$ cat src/rtl/cmd_sequencer.sv
// cmd_sequencer: owns the robot command memory and replays a stored program.
//
// In PROG the block records direction commands from the switches (save_pulse).
// exec_pulse replays the stored commands in order, holding each one on cmd_out
// for STEP_CYCLES cycles with a one-cycle gap between commands. clear_pulse
// aborts any playback and wipes the whole memory, one slot per cycle.
//
// Control inputs are single-cycle pulses, not handshakes. A pulse is acted on
// only in the cycle it is high and only in a state that accepts it; there is
// no back-pressure, so a pulse arriving in a state that ignores it is dropped.
//
// Ports:
//   clk, rst      clock; asynchronous active-high reset
//   save_pulse    store cmd_in at mem[count] (PROG only)
//   exec_pulse    start playback (PROG only)
//   clear_pulse   abort and wipe (any state except CLEAR)
//   cmd_in        command to store
//   cmd_out       command currently executing
//   cmd_valid     cmd_out is live
//   count         number of stored commands, 0..DEPTH
//   step_idx      index of the command currently executing
//   busy          high in CLEAR, LOAD, HOLD
//   done          one-cycle pulse at end of playback
//   full_err      sticky: save attempted with memory full
//   state_dbg     current FSM state encoding, for checkers
module cmd_sequencer #(
    parameter int DEPTH       = 256,
    parameter int ADDR_W      = 8,
    parameter int CMD_W       = 2,
    parameter int STEP_CYCLES = 50_000_000
) (
    input  logic              clk,
    input  logic              rst,
    input  logic              save_pulse,
    input  logic              exec_pulse,
    input  logic              clear_pulse,
    input  logic [CMD_W-1:0]  cmd_in,
    output logic [CMD_W-1:0]  cmd_out,
    output logic              cmd_valid,
    output logic [ADDR_W:0]   count,
    output logic [ADDR_W-1:0] step_idx,
    output logic              busy,
    output logic              done,
    output logic              full_err,
    output logic [2:0]        state_dbg
);

    // A STEP_CYCLES of 1 still needs a 1-bit timer that just holds 0.
    localparam int TIMER_W = (STEP_CYCLES > 1) ? $clog2(STEP_CYCLES) : 1;

    localparam logic [TIMER_W-1:0] TIMER_LOAD = TIMER_W'(STEP_CYCLES - 1);
    localparam logic [TIMER_W-1:0] TIMER_ONE  = TIMER_W'(1);
    localparam logic [ADDR_W:0]    COUNT_MAX  = (ADDR_W + 1)'(DEPTH);
    localparam logic [ADDR_W:0]    COUNT_ONE  = (ADDR_W + 1)'(1);
    localparam logic [ADDR_W-1:0]  ADDR_ONE   = ADDR_W'(1);
    localparam logic [ADDR_W-1:0]  ADDR_LAST  = ADDR_W'(DEPTH - 1);

    typedef enum logic [2:0] {
        S_PROG  = 3'd0,
        S_CLEAR = 3'd1,
        S_LOAD  = 3'd2,
        S_HOLD  = 3'd3,
        S_FIN   = 3'd4
    } state_t;

    state_t              state, state_nxt;
    logic [ADDR_W:0]     count_nxt;
    logic [ADDR_W-1:0]   step_idx_nxt;
    logic [CMD_W-1:0]    cmd_out_nxt;
    logic                cmd_valid_nxt;
    logic                done_nxt;
    logic                full_err_nxt;
    logic [TIMER_W-1:0]  timer, timer_nxt;
    logic [ADDR_W-1:0]   clr_addr, clr_addr_nxt;

    // Single-port RAM signals.
    logic [CMD_W-1:0]    mem [DEPTH];
    logic                mem_we;
    logic [ADDR_W-1:0]   mem_addr;
    logic [CMD_W-1:0]    mem_wdata;
    logic [CMD_W-1:0]    rd_data;

    always_comb begin
        state_nxt     = state;
        count_nxt     = count;
        step_idx_nxt  = step_idx;
        cmd_out_nxt   = cmd_out;
        cmd_valid_nxt = cmd_valid;
        done_nxt      = 1'b0;
        full_err_nxt  = full_err;
        timer_nxt     = timer;
        clr_addr_nxt  = clr_addr;
        mem_we        = 1'b0;
        mem_wdata     = cmd_in;

        unique case (state)
            S_PROG: begin
                if (clear_pulse) begin
                    full_err_nxt = 1'b0;
                    state_nxt    = S_CLEAR;
                end else if (exec_pulse) begin
                    if (count != '0) begin
                        step_idx_nxt = '0;
                        state_nxt    = S_LOAD;
                    end else begin
                        done_nxt = 1'b1;
                    end
                end else if (save_pulse) begin
                    if (count == COUNT_MAX) begin
                        full_err_nxt = 1'b1;
                    end else begin
                        mem_we    = 1'b1;
                        count_nxt = count + COUNT_ONE;
                    end
                end
            end
            S_CLEAR: begin
                mem_we    = 1'b1;
                mem_wdata = '0;
                if (clr_addr == ADDR_LAST) begin
                    count_nxt    = '0;
                    step_idx_nxt = '0;
                    clr_addr_nxt = '0;
                    state_nxt    = S_PROG;
                end else begin
                    clr_addr_nxt = clr_addr + ADDR_ONE;
                end
            end
            S_LOAD: begin
                if (clear_pulse) begin
                    cmd_valid_nxt = 1'b0;
                    full_err_nxt  = 1'b0;
                    state_nxt     = S_CLEAR;
                end else begin
                    cmd_out_nxt   = rd_data;
                    cmd_valid_nxt = 1'b1;
                    timer_nxt     = TIMER_LOAD;
                    state_nxt     = S_HOLD;
                end
            end
            S_HOLD: begin
                if (clear_pulse) begin
                    cmd_valid_nxt = 1'b0;
                    full_err_nxt  = 1'b0;
                    state_nxt     = S_CLEAR;
                end else if (timer == '0) begin
                    cmd_valid_nxt = 1'b0;
                    if ({1'b0, step_idx} == count - COUNT_ONE) begin
                        done_nxt  = 1'b1;
                        state_nxt = S_FIN;
                    end else begin
                        step_idx_nxt = step_idx + ADDR_ONE;
                        state_nxt    = S_LOAD;
                    end
                end else begin
                    timer_nxt = timer - TIMER_ONE;
                end
            end
            S_FIN: begin
                if (clear_pulse) begin
                    full_err_nxt = 1'b0;
                    state_nxt    = S_CLEAR;
                end else begin
                    state_nxt = S_PROG;
                end
            end
            default: state_nxt = S_PROG;
        endcase

        // The RAM output is registered, so the read address is driven with the
        // step index of the *next* cycle: the data is then already on rd_data
        // while in LOAD and can be captured into cmd_out on LOAD exit.
        if (state == S_CLEAR) begin
            mem_addr = clr_addr;
        end else if (mem_we) begin
            mem_addr = count[ADDR_W-1:0];
        end else begin
            mem_addr = step_idx_nxt;
        end
    end

    always_ff @(posedge clk or posedge rst) begin
        if (rst) begin
            state     <= S_PROG;
            count     <= '0;
            step_idx  <= '0;
            cmd_out   <= '0;
            cmd_valid <= 1'b0;
            done      <= 1'b0;
            full_err  <= 1'b0;
            timer     <= '0;
            clr_addr  <= '0;
        end else begin
            state     <= state_nxt;
            count     <= count_nxt;
            step_idx  <= step_idx_nxt;
            cmd_out   <= cmd_out_nxt;
            cmd_valid <= cmd_valid_nxt;
            done      <= done_nxt;
            full_err  <= full_err_nxt;
            timer     <= timer_nxt;
            clr_addr  <= clr_addr_nxt;
        end
    end

    // No reset on the array or its read register so it maps onto block RAM;
    // count gates every read, so stale contents are never observed.
    always_ff @(posedge clk) begin
        if (mem_we) begin
            mem[mem_addr] <= mem_wdata;
        end
        rd_data <= mem[mem_addr];
    end

    assign busy      = (state == S_CLEAR) || (state == S_LOAD) || (state == S_HOLD);
    assign state_dbg = state;

endmodule

$ cat config.mk
export PLATFORM = sky130hd
export DESIGN_NAME = cmd_sequencer
export DESIGN_NICKNAME = d
export VERILOG_FILES = /design/src/rtl/cmd_sequencer.sv
export SDC_FILE = /design/constraint.sdc
export NUM_CORES = 1
export LEC_CHECK = 0
export CELL_PAD_IN_SITES_DETAIL_PLACEMENT = 1
export CELL_PAD_IN_SITES_GLOBAL_PLACEMENT = 1
export CORE_ASPECT_RATIO = 2
export CORE_MARGIN = 10
export CORE_UTILIZATION = 38
export CTS_CLUSTER_DIAMETER = 120
export DETAILED_ROUTE_END_ITERATION = 12
export PLACE_DENSITY_LB_ADDON = 0.1
export SLEW_MARGIN = 20
export SYNTH_ARGS = -nofsm -noshare
export SYNTH_HDL_FRONTEND = slang
export SYNTH_SLANG_ARGS = --single-unit
$ cat constraint.sdc
create_clock -name clk -period 4.9 [get_ports clk]
set_input_delay 1.225 -clock clk [delete_from_list [all_inputs] [get_ports clk]]
set_output_delay 1.225 -clock clk [all_outputs]
set_load 0.005 [all_outputs]
==> run summary <==
Clk pin slew, worst setup/hold paths -> 0.07 ns
Crit Path Category -> reg2reg
Max Slew Vio Count -> 0
Post-Syn Area -> 0.02497 mm^2
GR Util All Layers -> 21.87%
Max Cap Viol -> 0
DP HPWL -> 60250 um
ys async rst share -> 10.30%
Synth Area in XOR/XNOR -> 1.263%
initial antenna violation count -> 0
most used cell, CP -> buf_4
Largest stage delay, worst path -> 0.55 ns
vias per cell -> 5.636
multiplexer share of the synthesized area -> 2.847%
CTS max path bufs -> 3
CTS Buf Count -> 51
first-pass GRT wire length -> 126200 um
Synth Net Count -> 2024
CTS Root Buffer Type -> clkbuf_16
starting density of the core -> 38.46%
number of global-route vias before repair -> 19.43k
Die Ht -> 382.5 um
Max Clk Rate -> 0.2099 GHz
final setup vio count -> 0
DRC -> 0
Crit. End Element -> register
GRT Residual Overflow -> 0
Avg Inst Size Synth -> 12.41 um^2
number of synthesized flops with an enable pin -> 512
CTS Sinks -> 573
Initial DRC Count -> 1144
slowest CP cell -> or4_4
Site Rows -> 132
Seq/Total Area, Yosys -> 67.66%
minimum clock period -> 4.763 ns
final WL -> 86070 um
FF+latch count, synth -> 573
worst-path fanout max -> 8
Placer Congestion -> 0.8627
Cells after Synth -> 2012
port bufs -> 32
unique cell type count in the Yosys netlist -> 81
Worst Path Buf+Inv -> 5
P per Cell Area -> 308.9 mW/mm^2
largest family of logic cells by synthesized area -> simple AND/OR/NAND/NOR gates
RSZ-0062 raised after global routing -> true
Tightest Hold Check Type -> reg2reg
largest net degree at the start of global routing -> 114
worst path cell trace -> or4_4 -> or3_1 -> or4_4 -> buf_6 -> nor2_4 -> o21ai_2 -> o311a_1 -> a211oi_4 -> inv_2 -> o31a_1 -> buf_4 -> buf_4 -> buf_4 -> a311oi_1 -> nor4_1 -> o22a_1 -> nand4_1
CTS tree -> done
DR WL/cell -> 27.18 um
final net count -> 2266
top_reg_cell synth -> edfxtp_1
Levels on crit path -> 17
io pins -> 33
cell family with most CP delay -> simple AND/OR/NAND/NOR gates
WHS Path Cells -> 2
core box area -> 0.06491 mm^2
DIE WIDTH -> 201.2 um
Synth Area in Adders -> 0.2506%
required time of the critical path -> 5.44 ns
final period utilization -> 97.21%
peak supply drop -> 282.9 uV
H-tree depth -> 2
post-route total power -> 9448 uW
Pre-antenna DRT Iters -> 5
# fillers -> 6754
Worst Skew -> 0.02725 ns
complex-gate fraction of the synthesized area -> 10.83%
ANT nets after route -> 0
worst r2r path cells -> 17
max_slew headroom -> 51.29%
most common cell after layout, fill and taps aside -> edfxtp_1
via count -> 17.84k
clock latency on the worst-skew pair -> 0.61 ns
simple-gate area share of the yosys netlist -> 14.26%
final hold violations -> 0
Slew @ Worst Pin -> 0.7306 ns
share of layout cells above drive strength 1 -> 20.26%
CTS Hold Bufs -> 0
crit start category -> register
CP Data Arrival Time -> 5.31 ns
LEAKAGE -> 0.01067 uW
post-layout util -> 47.13%
yosys warns -> 0
outcome -> finished clean
area delta synth->final -> 22.53%
Diodes inserted -> 0
commonest cells after routing, fill and taps aside -> edfxtp_1, nor2_1, nand2_1
die area -> 0.07697 mm^2
-- routing by layer --
layer | track usage (%) | vias to the layer above | share of wire [%]
li1 | - | 8008 | -
met1 | 22.60 | 9197 | 35
met2 | 42.46 | 442 | 55
met3 | 2.014 | 197 | 3.5
met4 | 11.60 | 0 | 5.7
met5 | 0 | - | 0
-- registers in the layout (all words and copies together) (netlist names) --
name	count
cmd_valid	1
clr_addr	8
full_err	1
timer	26
state_dbg	3
rd_data	2
step_idx	8
count	9
done	1
mem	512
cmd_out	2
-- cell type report --
| class | count | area [um^2] | share of cell area [%] |
|---|---|---|---|
| sequential | 573 | 16890 | 55.22 |
| inverter | 14 | 52.55 | 0.1718 |
| timing repair buffer | 331 | 3241 | 10.59 |
| clock buffer | 53 | 1284 | 4.197 |
| multi-input combinational | 1283 | 7624 | 24.92 |
| tap | 871 | 1090 | 3.563 |
| clock inverter | 41 | 407.9 | 1.333 |
-- worst register-to-register path: stages, from the launching register on --
cell	delay [ns]
dfrtp_1	0.38
or4_4	0.55
or3_1	0.34
or4_4	0.49
buf_6	0.18
nor2_4	0.16
o21ai_2	0.10
o311a_1	0.37
a211oi_4	0.30
inv_2	0.11
o31a_1	0.33
buf_4	0.19
buf_4	0.17
buf_4	0.16
a311oi_1	0.30
nor4_1	0.14
o22a_1	0.30
nand4_1	0.14
-- repair_timing --
| action | 4_1_cts | 5_1_grt |
|---|---|---|
| pin swaps | 1 | 12 |
| gates cloned | 0 | 1 |
| endpoints found under the setup margin | 18 | 198 |
| setup buffers | 3 | 12 |
| hold endpoints to repair | 0 | 0 |
| resized for setup | 13 | 30 |
-- through the flow --
step	hold slack (ns)	TNS [ns]	std cells	setup WS (ns)	cell area, um^2
after floorplan	0.3981	0	2012	0.3690	24970
after global placement	0.4555	-1.255	3056	-0.6381	28530
after detailed placement	0.4435	-1.243	3056	-0.6438	28530
after CTS	0.4493	0	3153	0.01991	30330
after global routing	0.4678	-0.4887	3166	-0.06073	30590
final	0.4496	0	3166	0.1368	30590
-- synthesized netlist by cell type, drive strengths merged, types with 14 or more instances --
cell type  count  area, um^2
nand2        284        1066
xnor2         24       210.2
nor2         292        1104
inv           14       52.55
or3           14       87.58
nor3          20       116.4
clkbuf        89       334.1
mux2i         71       710.7
a22oi         50       375.4
and3          16       100.1
nand3         94       470.5
a221oi        64       566.8
nor4          28       175.2
dfrtp         59        1476
a21oi         94       474.2
o21ai         32       171.4
buf           53       335.3
edfxtp       512       15370
-- cell families (layout without fill, tap and decap cells) --
logic type,count (synthesis),in the layout
buf+inv,156,439
simple gates,811,811
flops,573,573
compound gates,360,360
mux,71,71
fa+ha+maj,5,5
xor+xnor,36,36
-- final timing paths --
check                                         end  slack [ns]                 start
setup / recovery               rd_data[0]$_DFF_P_        0.14  timer[3]$_DFFE_PP0P_
hold / removal             cmd_out[1]$_DFFE_PP0P_        0.45    rd_data[1]$_DFF_P_
setup reg to reg               rd_data[0]$_DFF_P_        0.14  timer[3]$_DFFE_PP0P_
hold reg to reg            cmd_out[1]$_DFFE_PP0P_        0.45    rd_data[1]$_DFF_P_
max in group asynchronous   timer[20]$_DFFE_PP0P_        3.17                   rst
min in group asynchronous    timer[6]$_DFFE_PP0P_        0.99                   rst
-- power by group --
part	internal (uW)	switching (uW)
sequential	5240	1.19
clock	2280	1870
combinational	18.1	29.7
Power figures use the tool's default switching activity.
